[config.mk]
export PLATFORM = sky130hd
export DESIGN_NAME = store_merge_unit_flat
export DESIGN_NICKNAME = d
export VERILOG_FILES = /design/src/rtl/store_merge_unit_pkg.sv /design/src/rtl/store_merge_unit_if.sv /design/src/rtl/store_merge_unit_lane_merge.sv /design/src/rtl/store_merge_unit.sv /design/src/flat_wrapper.sv
export SDC_FILE = /design/constraint.sdc
export NUM_CORES = 1
export LEC_CHECK = 0
export ABC_AREA = 1
export BUFFER_PORTS_ARGS = -buffer_cell sky130_fd_sc_hd__buf_2
export CAP_MARGIN = 5
export CORE_ASPECT_RATIO = 0.5
export CORE_MARGIN = 8
export CORE_UTILIZATION = 40
export DETAILED_ROUTE_END_ITERATION = 10
export SLEW_MARGIN = 20
export SYNTH_ARGS = -nofsm -noshare
export SYNTH_HDL_FRONTEND = slang
export SYNTH_SLANG_ARGS = --single-unit
[constraint.sdc]
create_clock -name clk -period 2.35 [get_ports clk]
set_input_delay 0.47 -clock clk [delete_from_list [all_inputs] [get_ports clk]]
set_output_delay 0.47 -clock clk [all_outputs]
set_load 0.02 [all_outputs]
[src/rtl/store_merge_unit_pkg.sv]
// Shared memory-stage types: access sizes, store FSM states and the alignment rule.
package mips_mem_pkg;

    typedef enum logic [1:0] {
        BYTE    = 2'b00,
        HALF    = 2'b01,
        WORD    = 2'b10,
        ILLEGAL = 2'b11
    } mem_size_t;

    typedef enum logic [2:0] {
        IDLE  = 3'd0,
        READ  = 3'd1,
        MERGE = 3'd2,
        WRITE = 3'd3,
        ERR   = 3'd4
    } store_state_t;

    function automatic logic is_misaligned(input mem_size_t size, input logic [1:0] lsb);
        case (size)
            HALF:    return lsb[0];
            WORD:    return lsb != 2'b00;
            ILLEGAL: return 1'b1;
            default: return 1'b0;
        endcase
    endfunction

endpackage

[src/rtl/store_merge_unit_if.sv]
// Request handshake plus word-wide RAM port of the store merge unit.
interface store_merge_unit_if #(parameter int ADDR_W = 32);

    logic              req_valid;
    logic              req_ready;
    logic [ADDR_W-1:0] req_addr;
    logic [31:0]       req_data;
    logic [1:0]        req_size;
    logic              mem_rd_en;
    logic              mem_wr_en;
    logic [ADDR_W-1:0] mem_addr;
    logic [31:0]       mem_wdata;
    logic [31:0]       mem_rdata;
    logic              done;
    logic              misalign;

    modport slave (
        input  req_valid, req_addr, req_data, req_size, mem_rdata,
        output req_ready, mem_rd_en, mem_wr_en, mem_addr, mem_wdata, done, misalign
    );

    modport master (
        output req_valid, req_addr, req_data, req_size, mem_rdata,
        input  req_ready, mem_rd_en, mem_wr_en, mem_addr, mem_wdata, done, misalign
    );

endinterface

[src/rtl/store_merge_unit_lane_merge.sv]
// Combinational lane merge: drops a right-justified byte/half into its little-endian slot.
module store_lane_merge
    import mips_mem_pkg::*;
(
    input  logic [31:0] old_word,
    input  logic [31:0] data,
    input  mem_size_t   size,
    input  logic [1:0]  lsb,
    output logic [31:0] new_word
);

    always_comb begin
        new_word = old_word;
        case (size)
            BYTE:    new_word[{lsb, 3'b000} +: 8]     = data[7:0];
            HALF:    new_word[{lsb[1], 4'b0000} +: 16] = data[15:0];
            WORD:    new_word = data;
            default: new_word = old_word;
        endcase
    end

endmodule

[src/rtl/store_merge_unit.sv]
// Store path of the memory stage: full-word writes go straight out, sub-word
// stores do read-modify-write on a RAM without byte enables.
module store_merge_unit
    import mips_mem_pkg::*;
#(
    parameter int ADDR_W = 32
) (
    input logic               clk,
    input logic               rst,
    store_merge_unit_if.slave bus
);

    store_state_t      state_q, state_d;
    logic [ADDR_W-1:0] addr_q, addr_d;
    logic [31:0]       data_q, data_d;
    mem_size_t         size_q, size_d;
    logic [31:0]       merged_q, merged_d;

    logic              req_ready, mem_rd_en, mem_wr_en, done, misalign;
    logic [ADDR_W-1:0] mem_addr;
    logic [31:0]       mem_wdata;
    logic [31:0]       lane_word;
    logic [ADDR_W-1:0] word_addr;

    assign word_addr = {addr_q[ADDR_W-1:2], 2'b00};

    store_lane_merge u_lane_merge (
        .old_word (bus.mem_rdata),
        .data     (data_q),
        .size     (size_q),
        .lsb      (addr_q[1:0]),
        .new_word (lane_word)
    );

    always_comb begin
        state_d   = state_q;
        addr_d    = addr_q;
        data_d    = data_q;
        size_d    = size_q;
        merged_d  = merged_q;
        req_ready = 1'b0;
        mem_rd_en = 1'b0;
        mem_wr_en = 1'b0;
        mem_addr  = '0;
        mem_wdata = '0;
        done      = 1'b0;
        misalign  = 1'b0;

        case (state_q)
            IDLE: begin
                req_ready = 1'b1;
                if (bus.req_valid) begin
                    addr_d = bus.req_addr;
                    data_d = bus.req_data;
                    size_d = mem_size_t'(bus.req_size);
                    if (is_misaligned(mem_size_t'(bus.req_size), bus.req_addr[1:0]))
                        state_d = ERR;
                    else if (mem_size_t'(bus.req_size) == WORD)
                        state_d = WRITE;
                    else
                        state_d = READ;
                end
            end
            READ: begin
                mem_rd_en = 1'b1;
                mem_addr  = word_addr;
                state_d   = MERGE;
            end
            MERGE: begin
                merged_d = lane_word;
                state_d  = WRITE;
            end
            WRITE: begin
                mem_wr_en = 1'b1;
                mem_addr  = word_addr;
                mem_wdata = (size_q == WORD) ? data_q : merged_q;
                done      = 1'b1;
                state_d   = IDLE;
            end
            ERR: begin
                misalign = 1'b1;
                state_d  = IDLE;
            end
            default: state_d = IDLE;
        endcase

        // Reset silences every output, so a store caught in flight never writes.
        if (rst) begin
            req_ready = 1'b0;
            mem_rd_en = 1'b0;
            mem_wr_en = 1'b0;
            mem_addr  = '0;
            mem_wdata = '0;
            done      = 1'b0;
            misalign  = 1'b0;
        end
    end

    always_ff @(posedge clk) begin
        if (rst) begin
            state_q  <= IDLE;
            addr_q   <= '0;
            data_q   <= '0;
            size_q   <= BYTE;
            merged_q <= '0;
        end else begin
            state_q  <= state_d;
            addr_q   <= addr_d;
            data_q   <= data_d;
            size_q   <= size_d;
            merged_q <= merged_d;
        end
    end

    assign bus.req_ready = req_ready;
    assign bus.mem_rd_en = mem_rd_en;
    assign bus.mem_wr_en = mem_wr_en;
    assign bus.mem_addr  = mem_addr;
    assign bus.mem_wdata = mem_wdata;
    assign bus.done      = done;
    assign bus.misalign  = misalign;

endmodule

[src/flat_wrapper.sv]
// flat-port wrapper written by rule: the top's interface ports become plain ports
module store_merge_unit_flat import mips_mem_pkg::*;
#(
    parameter int ADDR_W = 32
)
  (clk, rst, bus_req_valid, bus_req_addr, bus_req_data, bus_req_size, bus_mem_rdata, bus_req_ready, bus_mem_rd_en, bus_mem_wr_en, bus_mem_addr, bus_mem_wdata, bus_done, bus_misalign);
  store_merge_unit_if #(.ADDR_W(ADDR_W)) bus_i ();
  input logic clk;
  input logic rst;
  input wire logic [$bits(bus_i.req_valid)-1:0] bus_req_valid;
  input wire logic [$bits(bus_i.req_addr)-1:0] bus_req_addr;
  input wire logic [$bits(bus_i.req_data)-1:0] bus_req_data;
  input wire logic [$bits(bus_i.req_size)-1:0] bus_req_size;
  input wire logic [$bits(bus_i.mem_rdata)-1:0] bus_mem_rdata;
  output wire logic [$bits(bus_i.req_ready)-1:0] bus_req_ready;
  output wire logic [$bits(bus_i.mem_rd_en)-1:0] bus_mem_rd_en;
  output wire logic [$bits(bus_i.mem_wr_en)-1:0] bus_mem_wr_en;
  output wire logic [$bits(bus_i.mem_addr)-1:0] bus_mem_addr;
  output wire logic [$bits(bus_i.mem_wdata)-1:0] bus_mem_wdata;
  output wire logic [$bits(bus_i.done)-1:0] bus_done;
  output wire logic [$bits(bus_i.misalign)-1:0] bus_misalign;
  assign bus_i.req_valid = bus_req_valid;
  assign bus_i.req_addr = bus_req_addr;
  assign bus_i.req_data = bus_req_data;
  assign bus_i.req_size = bus_req_size;
  assign bus_i.mem_rdata = bus_mem_rdata;
  assign bus_req_ready = bus_i.req_ready;
  assign bus_mem_rd_en = bus_i.mem_rd_en;
  assign bus_mem_wr_en = bus_i.mem_wr_en;
  assign bus_mem_addr = bus_i.mem_addr;
  assign bus_mem_wdata = bus_i.mem_wdata;
  assign bus_done = bus_i.done;
  assign bus_misalign = bus_i.misalign;
  store_merge_unit #(.ADDR_W(ADDR_W)) u_core (.clk(clk), .rst(rst), .bus(bus_i));
endmodule
==> impl_metrics.ini <==
[timing]
setup_viol = 0
layout_min_cycle_time_ns = 2.24
fin_skew_ns = 0.00917
period_share_pct = 95.2
fmax_ghz = 0.447
slew_headroom_pct = 45.7
drv_slew = 0
timing.final.hold_violations = 0
worstMarginPinSlew_ns = 0.814

[run_status]
outcome = finished clean

[setup_path]
cp_max_fo = 30
path_class = flip-flop to output port
crit_path_start_kind = flip-flop
worstPathArrival_ns = 1.77
critPathCaptureType = output port
required_ns = 1.88

[floorplanning]
die_w_um = 193
start_util_pct = 40.9
io_pins = 170
die_area_sq_um = 20200
die_h_um = 105
rows = 32
core_sq_um = 15400

[cells_and_area]
area_growth_pct = 20.3
mostFrequentLayoutCells = nand2_1, buf_2, a21oi_1
diodes = 0
drive_above_1_share_pct = 18.6
finish.utilization_pct = 49.2
final_nets = 1319
layout_commonest_cell = nand2_1

[route]
vias = 7217
drt_iter0_markers = 602
routedWlPerCell_um = 16.1
routed_wl_um = 22900
ant_nets = 0
dr.pass1.iters = 5
drc = 0
viasPerCell = 5.08

[power_and_ir_drop]
pwr_density_cell_nw_per_um2 = 640
vdd_drop_max_mv = 0.420
leakage_nw = 3.77
power_mw = 4.84

[cts]
clkSlewWorstSetupHoldPaths_ns = 0.08
ctsHoldBuffers = 0
cts_tree = built
cts_root_buffer = clkbuf_16
clkSinkCount = 101
cts_resized = 0
clk_latency_ns = 0.35
htree_levels = 3
numCtsBuffers = 9
clockBufferDepth = 2
cts_setup_buffers = 0

[grt]
grt_overflow = 0
grt_pass1_wl_um = 37200
grt.total_usage_pct = 22.1
antenna_found_initial = 0
grt_max_degree = 66
grt_pass1_vias = 6841

[yosys]
postSynthCellCount = 1083
synth_seq_cells = 101
ys_types = 24
synth_area_sq_um = 6290
ys_seq_area_share_pct = 32.1
avgSynthCellArea_sq_um = 5.81
ys_warn_count = 0

[hold_path]
hold_class = primary input to flip-flop

[job]
drv_cap = 0

[placement]
place.gp.congestion = 0.942
dp_hpwl_um = 16600
numPortBuffers = 167
==> final timing paths <==
path	start	end	slack (ns)	cells past startpoint
worst min-delay path	bus_req_addr[12]	u_core.addr_q[12]$_SDFFE_PP0P_	0.35	3
worst min register to register	u_core.merged_q[5]$_SDFFE_PP0N_	u_core.merged_q[5]$_SDFFE_PP0N_	0.46	2
worst max register to register	u_core.addr_q[1]$_SDFFE_PP0P_	u_core.merged_q[29]$_SDFFE_PP0N_	0.26	10
worst max-delay path	u_core.state_q[2]$_SDFFE_PP0P_	bus_mem_wdata[23]	0.11	7
==> cells in the mapped netlist <==
cell type | count | area [sq um]
inv_1 | 97 | 364
clkbuf_1 | 37 | 139
buf_2 | 29 | 145
nor3_1 | 2 | 10.0
clkinv_1 | 4 | 15.0
nor3_2 | 1 | 10.0
nor2_2 | 2 | 12.5
nor2_4 | 1 | 11.3
a21oi_1 | 163 | 816
o21ai_1 | 2 | 10.0
inv_2 | 5 | 18.8
nand2_2 | 2 | 12.5
nand3_1 | 65 | 325
buf_6 | 3 | 33.8
o21ai_0 | 91 | 455
dfxtp_1 | 101 | 2020
a31oi_1 | 1 | 6.26
o31ai_1 | 2 | 15.0
nor2_8 | 1 | 20.0
nand2_1 | 384 | 1440
ha_1 | 5 | 62.6
buf_4 | 7 | 52.6
conb_1 | 1 | 3.75
nor2_1 | 77 | 289
==> state kept, by name, summed over array words and instances (netlist names) <==
name	cells
u_core.state_q	3
u_core.addr_q	32
u_core.data_q	32
u_core.merged_q	32
u_core.size_q	2
==> critical path, cell delays in order, from the launching register on <==
cell and delay [ns]:
dfxtp_1 0.38, inv_2 0.10, nand2_1 0.07, nor2_1 0.14, nand2_2 0.14, buf_12 0.20
a21oi_1 0.20, buf_4 0.18
==> stage by stage <==
step	cell area, sq um	setup WS, ns	hold slack (ns)	instances	setup TNS, ns
2_1_floorplan	6290	0.351	0.440	1084	0
5_1_grt	7570	-0.0275	0.344	1422	-0.0860
4_1_cts	7560	0.0141	0.335	1422	0
6_report	7570	0.114	0.346	1422	0
3_3_place_gp	7260	0.362	0.449	1406	0
3_5_place_dp	7260	0.343	0.452	1406	0
==> area by class of cell <==
cell class | count | area [sq um]
multi-input combinational | 801 | 3520
sequential | 101 | 2020
inverter | 106 | 398
tap | 204 | 255
clock inverter | 7 | 67.6
timing repair buffer | 194 | 1080
fill | 1681 | 7800
clock buffer | 9 | 225
==> where the power goes <==
part           switching, mW  total, mW  internal, mW  leakage (nW)
Clock                  0.761       1.51         0.749         0.145
Sequential             0.106       1.98          1.88         0.830
Combinational          0.910       1.35         0.440          2.80
Total                   1.78       4.84          3.07          3.77
==> routing by layer <==
metal / routed length [um] / share of wire [%] / global-route usage [%] / up-vias
met5: 0 / 0 / 0 / -
li1: - / - / - / 3674
met1: 10800 / 47 / 30.2 / 3255
met3: 2170 / 9.4 / 7.75 / 19
met2: 9710 / 42 / 33.6 / 269
met4: 228 / 0.99 / 3.77 / 0
==> cells by family after synthesis <==
logic type / synth area share, %
compound gates: 20.7
fa+ha+maj: 0.994
buf+inv: 12.2
flops: 32.1
other cells: 0.0596
simple gates: 33.9
Power figures use the tool's default switching activity.
